**src/rtl/stopwatch_ctrl.sv**
```systemverilog
// stopwatch_ctrl: mm:ss.cc BCD stopwatch advanced by the 10 ms tick.
// Runs the IDLE/RUN/LAP/PAUSE sequence, freezes the display on lap and
// pulses tg_rst on a fresh start so the first tick lands a full 10 ms later.
//
// state | meaning
// IDLE  | count held at 00:00.00, waiting for start
// RUN   | counting, display live
// LAP   | counting, display frozen on the lap snapshot
// PAUSE | count frozen, display live
module stopwatch_ctrl #(
    parameter bit HOLD_ON_WRAP = 1'b0
) (
    input  logic       clk,
    input  logic       rst,
    input  logic       tick,
    input  logic       start_stop,
    input  logic       lap,
    input  logic       clear,
    output logic       tg_rst,
    output logic       running,
    output logic       lap_active,
    output logic       wrap,
    output logic [3:0] disp_min_t,
    output logic [3:0] disp_min_u,
    output logic [3:0] disp_sec_t,
    output logic [3:0] disp_sec_u,
    output logic [3:0] disp_cs_t,
    output logic [3:0] disp_cs_u
);

    typedef enum logic [1:0] {IDLE, RUN, LAP, PAUSE} state_t;

    state_t      state;
    // Digit packing, MSB to LSB: min_t, min_u, sec_t, sec_u, cs_t, cs_u
    logic [23:0] count;
    logic [23:0] snap;
    logic [23:0] disp;
    logic [23:0] cnt_inc;
    logic [23:0] count_tick;
    logic        c0, c1, c2, c3, c4, at_max, wrap_evt;

    // BCD increment with ripple carries; count_tick is the count after this cycle's tick
    always_comb begin
        c0     = (count[3:0]   == 4'd9);
        c1     = c0 && (count[7:4]   == 4'd9);
        c2     = c1 && (count[11:8]  == 4'd9);
        c3     = c2 && (count[15:12] == 4'd5);
        c4     = c3 && (count[19:16] == 4'd9);
        at_max = c4 && (count[23:20] == 4'd5);

        cnt_inc[3:0]   = c0 ? 4'd0 : count[3:0] + 4'd1;
        cnt_inc[7:4]   = c0 ? (c1 ? 4'd0 : count[7:4] + 4'd1)     : count[7:4];
        cnt_inc[11:8]  = c1 ? (c2 ? 4'd0 : count[11:8] + 4'd1)    : count[11:8];
        cnt_inc[15:12] = c2 ? (c3 ? 4'd0 : count[15:12] + 4'd1)   : count[15:12];
        cnt_inc[19:16] = c3 ? (c4 ? 4'd0 : count[19:16] + 4'd1)   : count[19:16];
        cnt_inc[23:20] = c4 ? (at_max ? 4'd0 : count[23:20] + 4'd1) : count[23:20];

        wrap_evt   = tick && at_max;
        count_tick = count;
        if (tick && !(at_max && HOLD_ON_WRAP)) begin
            count_tick = cnt_inc;
        end
    end

    // Sequencer: state, count, snapshot, display and the two output pulses
    always_ff @(posedge clk) begin
        if (rst) begin
            state  <= IDLE;
            count  <= '0;
            snap   <= '0;
            disp   <= '0;
            tg_rst <= 1'b0;
            wrap   <= 1'b0;
        end else begin
            tg_rst <= 1'b0;
            wrap   <= 1'b0;
            case (state)
                IDLE: begin
                    count <= '0;
                    disp  <= '0;
                    if (start_stop) begin
                        state  <= RUN;
                        tg_rst <= 1'b1;
                    end
                end
                RUN: begin
                    if (clear) begin
                        state <= IDLE;
                        count <= '0;
                        disp  <= '0;
                    end else begin
                        count <= count_tick;
                        wrap  <= wrap_evt;
                        if (start_stop || (wrap_evt && HOLD_ON_WRAP)) begin
                            state <= PAUSE;
                            disp  <= count_tick;
                        end else if (lap) begin
                            // snapshot is the value before this cycle's tick
                            state <= LAP;
                            snap  <= count;
                            disp  <= count;
                        end else begin
                            disp <= count_tick;
                        end
                    end
                end
                LAP: begin
                    if (clear) begin
                        state <= IDLE;
                        count <= '0;
                        disp  <= '0;
                    end else begin
                        count <= count_tick;
                        wrap  <= wrap_evt;
                        if (start_stop || (wrap_evt && HOLD_ON_WRAP)) begin
                            state <= PAUSE;
                            disp  <= count_tick;
                        end else if (lap) begin
                            state <= RUN;
                            disp  <= count_tick;
                        end else begin
                            disp <= snap;
                        end
                    end
                end
                PAUSE: begin
                    if (clear) begin
                        state <= IDLE;
                        count <= '0;
                        disp  <= '0;
                    end else if (start_stop) begin
                        state <= RUN;
                    end
                end
                default: state <= IDLE;
            endcase
        end
    end

    // Status flags decode the state register directly
    assign running    = (state == RUN) || (state == LAP);
    assign lap_active = (state == LAP);

    assign {disp_min_t, disp_min_u, disp_sec_t, disp_sec_u, disp_cs_t, disp_cs_u} = disp;

endmodule

```
**config.mk**
```make
export PLATFORM = sky130hd
export DESIGN_NAME = stopwatch_ctrl
export DESIGN_NICKNAME = d
export VERILOG_FILES = /design/src/rtl/stopwatch_ctrl.sv
export SDC_FILE = /design/constraint.sdc
export NUM_CORES = 1
export LEC_CHECK = 0
export CORE_ASPECT_RATIO = 1.2
export CORE_MARGIN = 8
export CORE_UTILIZATION = 58
export DETAILED_ROUTE_END_ITERATION = 10
export MAX_ROUTING_LAYER = met4
export PLACE_DENSITY_LB_ADDON = 0.12
export SLEW_MARGIN = 20
export SYNTH_ARGS = -nofsm -noshare
export SYNTH_HDL_FRONTEND = slang
export SYNTH_SLANG_ARGS = --single-unit
```
**constraint.sdc**
```tcl
create_clock -name clk -period 2.4 [get_ports clk]
set_input_delay 0.6 -clock clk [delete_from_list [all_inputs] [get_ports clk]]
set_output_delay 0.6 -clock clk [all_outputs]
set_load 0.005 [all_outputs]
```
==> metrics.yaml, run 1 <==
wl_per_cell_um: 18.24
async_reset_ff_frac: 0
met1_usage: 0.2884
synth-adder-area-share: 0.04987
synth_seq_cells: 76
rows: 34
clk_latency_ns: 0.36
synth-main-ff-cell: "dfxtp_1"
clockBufferDepth: 2
grt_max_degree: 45
drive_above_1_share: 0.1685
clock_power_share: 0.414
synth_area_um2: 4265
ir_drop_v: 0.0003868
worstPathMaxFanout: 6
clk_pin_slew_ns: 0.08
vias_per_cell: 6.316
io_pins: 34
globalplace.congestion: 1.024
p_int_mw: 1.956
seqPwrFrac: 0.486
core_area_um2: 7189
worstMarginPinSlew_ns: 0.5771
timing.setup.tns_ns: 0
cts_tree: "built"
drtPass1Iterations: 8
leakagePower_nw: 1.899
cts_buffers: 9
maxCapViolCount: 0
crit_required_ns: 1.80
nNetsFinal: 641
antenna_left: 0
synthCells: 546
period_needed_ns: 2.313
layout_common_cells: "nand2_1 (104), dfxtp_1 (74), buf_4 (67)"
fillers: 581
worst_setup_path_start_kind: "flip-flop"
switchingPower_uw: 650.5
track_usage: 0.2694
hold_viol: 0
clock_sinks: 76
hp-class: "flip-flop to flip-flop"
syn-num-nets: 569
antenna_found_initial: 0
power.density_nw_per_um2: 490.7
htree_num_levels: 3
muxShareOfSynthArea: 0.01731
die_x_um: 94.29
avgSynthCellArea_um2: 7.812
power_mw: 2.606
setup_viol: 0
die_y_um: 109.9
drt-initial-drc-count: 279
die_area_um2: 10370
outcome: "finished, final reports clean"
use_met3: 0.05055
area_growth_pct: 24.52
timing.setup.critical_path_class: "flip-flop to output port"
vias: 4503
holdBufCountCts: 0
worstPathArrival_ns: 1.71
remaining_drc_errors: 0
post-route-period-util: 0.9639
start_util: 0.5933
grt_use_met2: 0.4692
synth_simple_gate_area_frac: 0.2532
drv_slew: 0
cts-root-buf: "clkbuf_8"
fin_skew_ns: 0.01518
busiest_layer: "met2"
synth.distinct_cells: 65
synth_edf_count: 0
crit_path_end_kind: "output port"
p_comb_frac: 0.100
synth_compound_area_frac: 0.2687
final_common_cell: "nand2_1"
rsz0062_at_grt: "no"
insertedDiodeCount: 0
synth_xor_area_frac: 0.002053
portBuffers: 33
dp_hpwl_um: 9355
sw_frac_of_total: 0.2496
grt_pass1_wl_um: 21480
finalWirelength_um: 13010
grt_overflow_total: 0
ys_seq_area_frac: 0.3567
fmax_ghz: 0.4323
yosys_warnings: 0
synth_top_family_by_area: "compound AO/OA/AOI/OAI gates"
slew_headroom: 0.6104
grt_pass1_vias: 4451
[sequential cells by signal, summed over array words and instances, names as in the netlist]
name,flops
disp,24
tg_rst,1
snap,24
state,2
wrap,1
count,24
[worst paths after layout]
kind                            slack (ns)  cells after the start       to     start
worst min-delay path                  0.46                      2  snap[2]   snap[2]
worst max register to register        0.14                      8  disp[6]  count[1]
worst max-delay path                  0.09                      3  running  state[1]
worst min register to register        0.46                      2  snap[2]   snap[2]
[synth_stat cells, drive strengths merged, types with 6 or more instances]
| master | number | share of area |
|---|---|---|
| a21oi | 62 | 0.073 |
| a221oi | 11 | 0.023 |
| a22oi | 9 | 0.016 |
| a31oi | 6 | 0.0088 |
| buf | 10 | 0.015 |
| clkbuf | 32 | 0.028 |
| dfxtp | 76 | 0.36 |
| ha | 17 | 0.050 |
| inv | 10 | 0.0088 |
| nand2 | 104 | 0.092 |
| nand3 | 14 | 0.019 |
| nand3b | 10 | 0.018 |
| nor2 | 26 | 0.023 |
| nor2b | 6 | 0.0088 |
| nor3 | 9 | 0.014 |
| nor4 | 8 | 0.013 |
| o211ai | 6 | 0.011 |
| o21ai | 44 | 0.052 |
[logic make-up (layout without fill, tap and decap cells)]
kind of cell             count (synthesis)  after routing
AO/OA/AOI/OAI                          182            182
XOR/XNOR                                 1              1
adder cells (fa/ha/maj)                 17             17
buffers and inverters                   52            129
flip-flops                              76             76
multiplexers                             7              7
AND/OR/NAND/NOR                        211            211
[per-layer routing]
metal  share of wire  wire, µm
met1            0.39      5099
met2            0.51      6577
met3           0.072       930
met4           0.031       397
met5               0         0
[stage by stage]
stage | instances | cell area [µm²] | hold WS, ns | setup slack (ns) | util
after CTS | 713 | 5306 | 0.4620 | 0.005233 | 0.7381
final | 713 | 5311 | 0.4601 | 0.08671 | 0.7388
after global routing | 713 | 5311 | 0.4822 | 0.0001037 | 0.7388
after global placement | 697 | 5090 | 0.4386 | -0.1427 | 0.7080
after floorplan | 546 | 4265 | 0.4332 | 0.2994 | -
after detailed placement | 697 | 5090 | 0.4507 | -0.1605 | 0.7080
[final cells by class]
| cell class | count | area, µm² | area share |
|---|---|---|---|
| well taps | 90 | 112.6 | 0.02120 |
| repair buffers | 103 | 888.4 | 0.1673 |
| clock inverters | 6 | 88.84 | 0.01673 |
| inverters | 10 | 37.54 | 0.007067 |
| flip-flops and latches | 76 | 1524 | 0.2869 |
| multi-input cells | 418 | 2532 | 0.4768 |
| clock buffers | 10 | 127.6 | 0.02403 |
[power by group through the flow]
stage / sequential (mW) / combinational (mW) / clock (mW)
2_1_floorplan: 1.30 / 0.127 / 0
3_3_place_gp: 1.30 / 0.249 / 0
3_5_place_dp: 1.30 / 0.253 / 0
4_1_cts: 1.27 / 0.254 / 1.09
5_1_grt: 1.27 / 0.277 / 1.15
6_report: 1.27 / 0.260 / 1.08
[worst max-delay path: stages (launching register included)]
cell             delay (ns)
dfxtp_2                0.36
inv_1                  0.08
ha_2                   0.40
clkdlybuf4s50_1        0.52
[timing repair]
action,in CTS,in global routing
gates resized for setup,0,3
hold endpoints to repair,0,0
setup buffers,0,0
setup endpoints to repair,0,1
Power figures use the tool's default switching activity.
==> inputs of run 2 (changes only) <==
--- a/config.mk
+++ b/config.mk
@@ -7,7 +7,7 @@
 export LEC_CHECK = 0
 export CORE_ASPECT_RATIO = 1.2
 export CORE_MARGIN = 8
-export CORE_UTILIZATION = 58
+export CORE_UTILIZATION = 60
 export DETAILED_ROUTE_END_ITERATION = 10
 export MAX_ROUTING_LAYER = met4
 export PLACE_DENSITY_LB_ADDON = 0.12
==> constraint.sdc (replaced) <==
create_clock -name clk -period 2.7 [get_ports clk]
set_input_delay 0.675 -clock clk [delete_from_list [all_inputs] [get_ports clk]]
set_output_delay 0.675 -clock clk [all_outputs]
set_load 0.005 [all_outputs]
==> run 2 against run 1 <==
Net effect: setup slack improved by 0.17 ns; routed wire length fell by 3.4%; global-route usage fell by 0.87 points; clock skew fell by 0.0041 ns; utilization fell by 0.055 points; hold slack got worse by 0.0025 ns; register-to-register slack improved by 0.25 ns; non-clock buffer count fell by 30; die area fell by 2.8%; first-iteration DRC count rose by 5.0%; critical endpoint unchanged; largest cell class unchanged; largest power group unchanged; highest routed layer unchanged.
==> metrics.yaml, run 2 (synthesis results as in run 1) <==
cp_top_family: "buffers and inverters"
cts_resized: 0
worstRegToRegCells: 6
critical-path-max-stage-delay_ns: 0.55
postPlaceCellArea_um2: 4836
cts_tree: "built"
cp_num_buf_inv: 2
grt_pass1_vias: 4215
hold_path_end: "snap[2]"
hold_viol: 0
antenna_left: 0
grt_max_degree: 45
nNetsFinal: 611
die_x_um: 92.97
start_util: 0.6223
post_cts_buffers: 0
p_comb_frac: 0.088
fin_hold_ws_ns: 0.4576
crit_path_end_kind: "output port"
grt_pass1_wl_um: 20350
worstPathCellList: "inv_1 -> ha_1 -> clkdlybuf4s50_1"
post-route-period-util: 0.9058
switchingPower_uw: 559.1
htree_num_levels: 3
area_growth_pct: 18.63
outcome: "finished, final reports clean"
vias: 4356
clock_power_share: 0.427
maxCapViolCount: 0
cts_buffers: 9
final_common_cell: "nand2_1"
worstPathMaxFanout: 6
seqPwrFrac: 0.486
clk_latency_ns: 0.35
setup_viol: 0
io_pins: 34
drive_above_1_share: 0.1216
reg2reg_from: "count[0]"
worst_setup_path_start_kind: "flip-flop"
worstPathArrival_ns: 1.77
die_area_um2: 10070
power_mw: 2.321
drt-initial-drc-count: 293
hp-class: "flip-flop to flip-flop"
reg2reg_slack_ns: 0.39
holdBufCountCts: 0
portBuffers: 33
slew_headroom: 0.6518
period_needed_ns: 2.446
track_usage: 0.2608
wl_per_cell_um: 18.51
insertedDiodeCount: 0
timing.setup.tns_ns: 0
die_y_um: 108.4
layout_common_cells: "nand2_1 (104), dfxtp_1 (76), a21oi_1 (62)"
antenna_found_initial: 0
dp_hpwl_um: 8784
timing.setup.critical_path_class: "flip-flop to output port"
leakagePower_nw: 1.758
crit_required_ns: 2.03
cts-root-buf: "clkbuf_8"
rsz0062_at_grt: "no"
drtPass1Iterations: 5
grt_overflow_total: 0
finalWirelength_um: 12570
clockBufferDepth: 2
clock_sinks: 76
fmax_ghz: 0.4089
worstMarginPinSlew_ns: 0.5091
sw_frac_of_total: 0.2409
remaining_drc_errors: 0
drv_slew: 0
core_area_um2: 6854
rows: 33
worst_slack_ns: 0.2542
critPathSlowestCell: "clkdlybuf4s50_1"
power.density_nw_per_um2: 458.6
vias_per_cell: 6.415
ir_drop_v: 0.0003802
fin_skew_ns: 0.01106
clk_pin_slew_ns: 0.08
min_path_cells: 2
r2r-end: "disp[20]"
top_regs: "count: 24 flops, disp: 24 flops, snap: 24 flops"
globalplace.congestion: 0.9270
pre_cts_ws_ns: 0.08404
finalInstanceArea_um2: 5060
min-delay-start: "snap[2]"
p_int_mw: 1.761
-- run 2: changes by cell type in the layout (fill, tap and decap cells not counted) --
| cell | change |
|---|---|
| ha_1 | +1 |
| clkbuf_8 | +2 |
| clkbuf_1 | -1 |
| ha_2 | -1 |
| clkinvlp_4 | -1 |
| clkinv_4 | -1 |
| buf_12 | -2 |
| buf_4 | -28 |
| dfxtp_1 | +2 |
| dfxtp_2 | -2 |
-- run 2: cell type report --
type                       instances  area (µm²)
clock inverter                     4       72.57
tap                               87       108.9
sequential                        76        1521
clock buffer                      11       151.4
multi-input combinational        418        2530
timing repair buffer              73       638.1
fill                             567        1794
inverter                          10       37.54
-- run 2: power by group through the flow --
stage / registers, mW / logic [mW] / clock network (mW)
global route: 1.13 / 0.217 / 1.05
floorplan: 1.15 / 0.113 / 0
detailed placement: 1.15 / 0.198 / 0
global placement: 1.15 / 0.195 / 0
finish: 1.13 / 0.203 / 0.990
CTS: 1.13 / 0.199 / 1.00
-- run 2: worst register-to-register path, delay by kind of cell (launching register included) --
kind / cells / cell delay [ns]
AOI/OAI and AO/OA: 2 / 0.38
adders and majority gates: 1 / 0.33
DFF: 1 / 0.50
and+or+nand+nor: 3 / 1.03
-- run 2: routing by layer --
layer | routed length, µm | GRT usage
met1 | 5078 | 0.2902
met2 | 6180 | 0.4405
met3 | 909 | 0.04505
met4 | 399 | 0.1292
met5 | 0 | -
-- run 2: worst max-delay path by stage --
stage	start	to	slack [ns]	cells after the start
finish	state[1]	running	0.25	3
global route	state[1]	running	0.20	3
CTS	state[0]	running	0.26	3
detailed placement	tick	count[23]	0.08	7
global placement	tick	disp[20]	0.11	6
floorplan	tick	disp[20]	0.52	7
-- run 2: metrics by stage --
stage               cells  utilization
floorplan             546            -
global placement      664       0.7055
detailed placement    664       0.7055
CTS                   679       0.7382
global route          679       0.7382
finish                679       0.7382
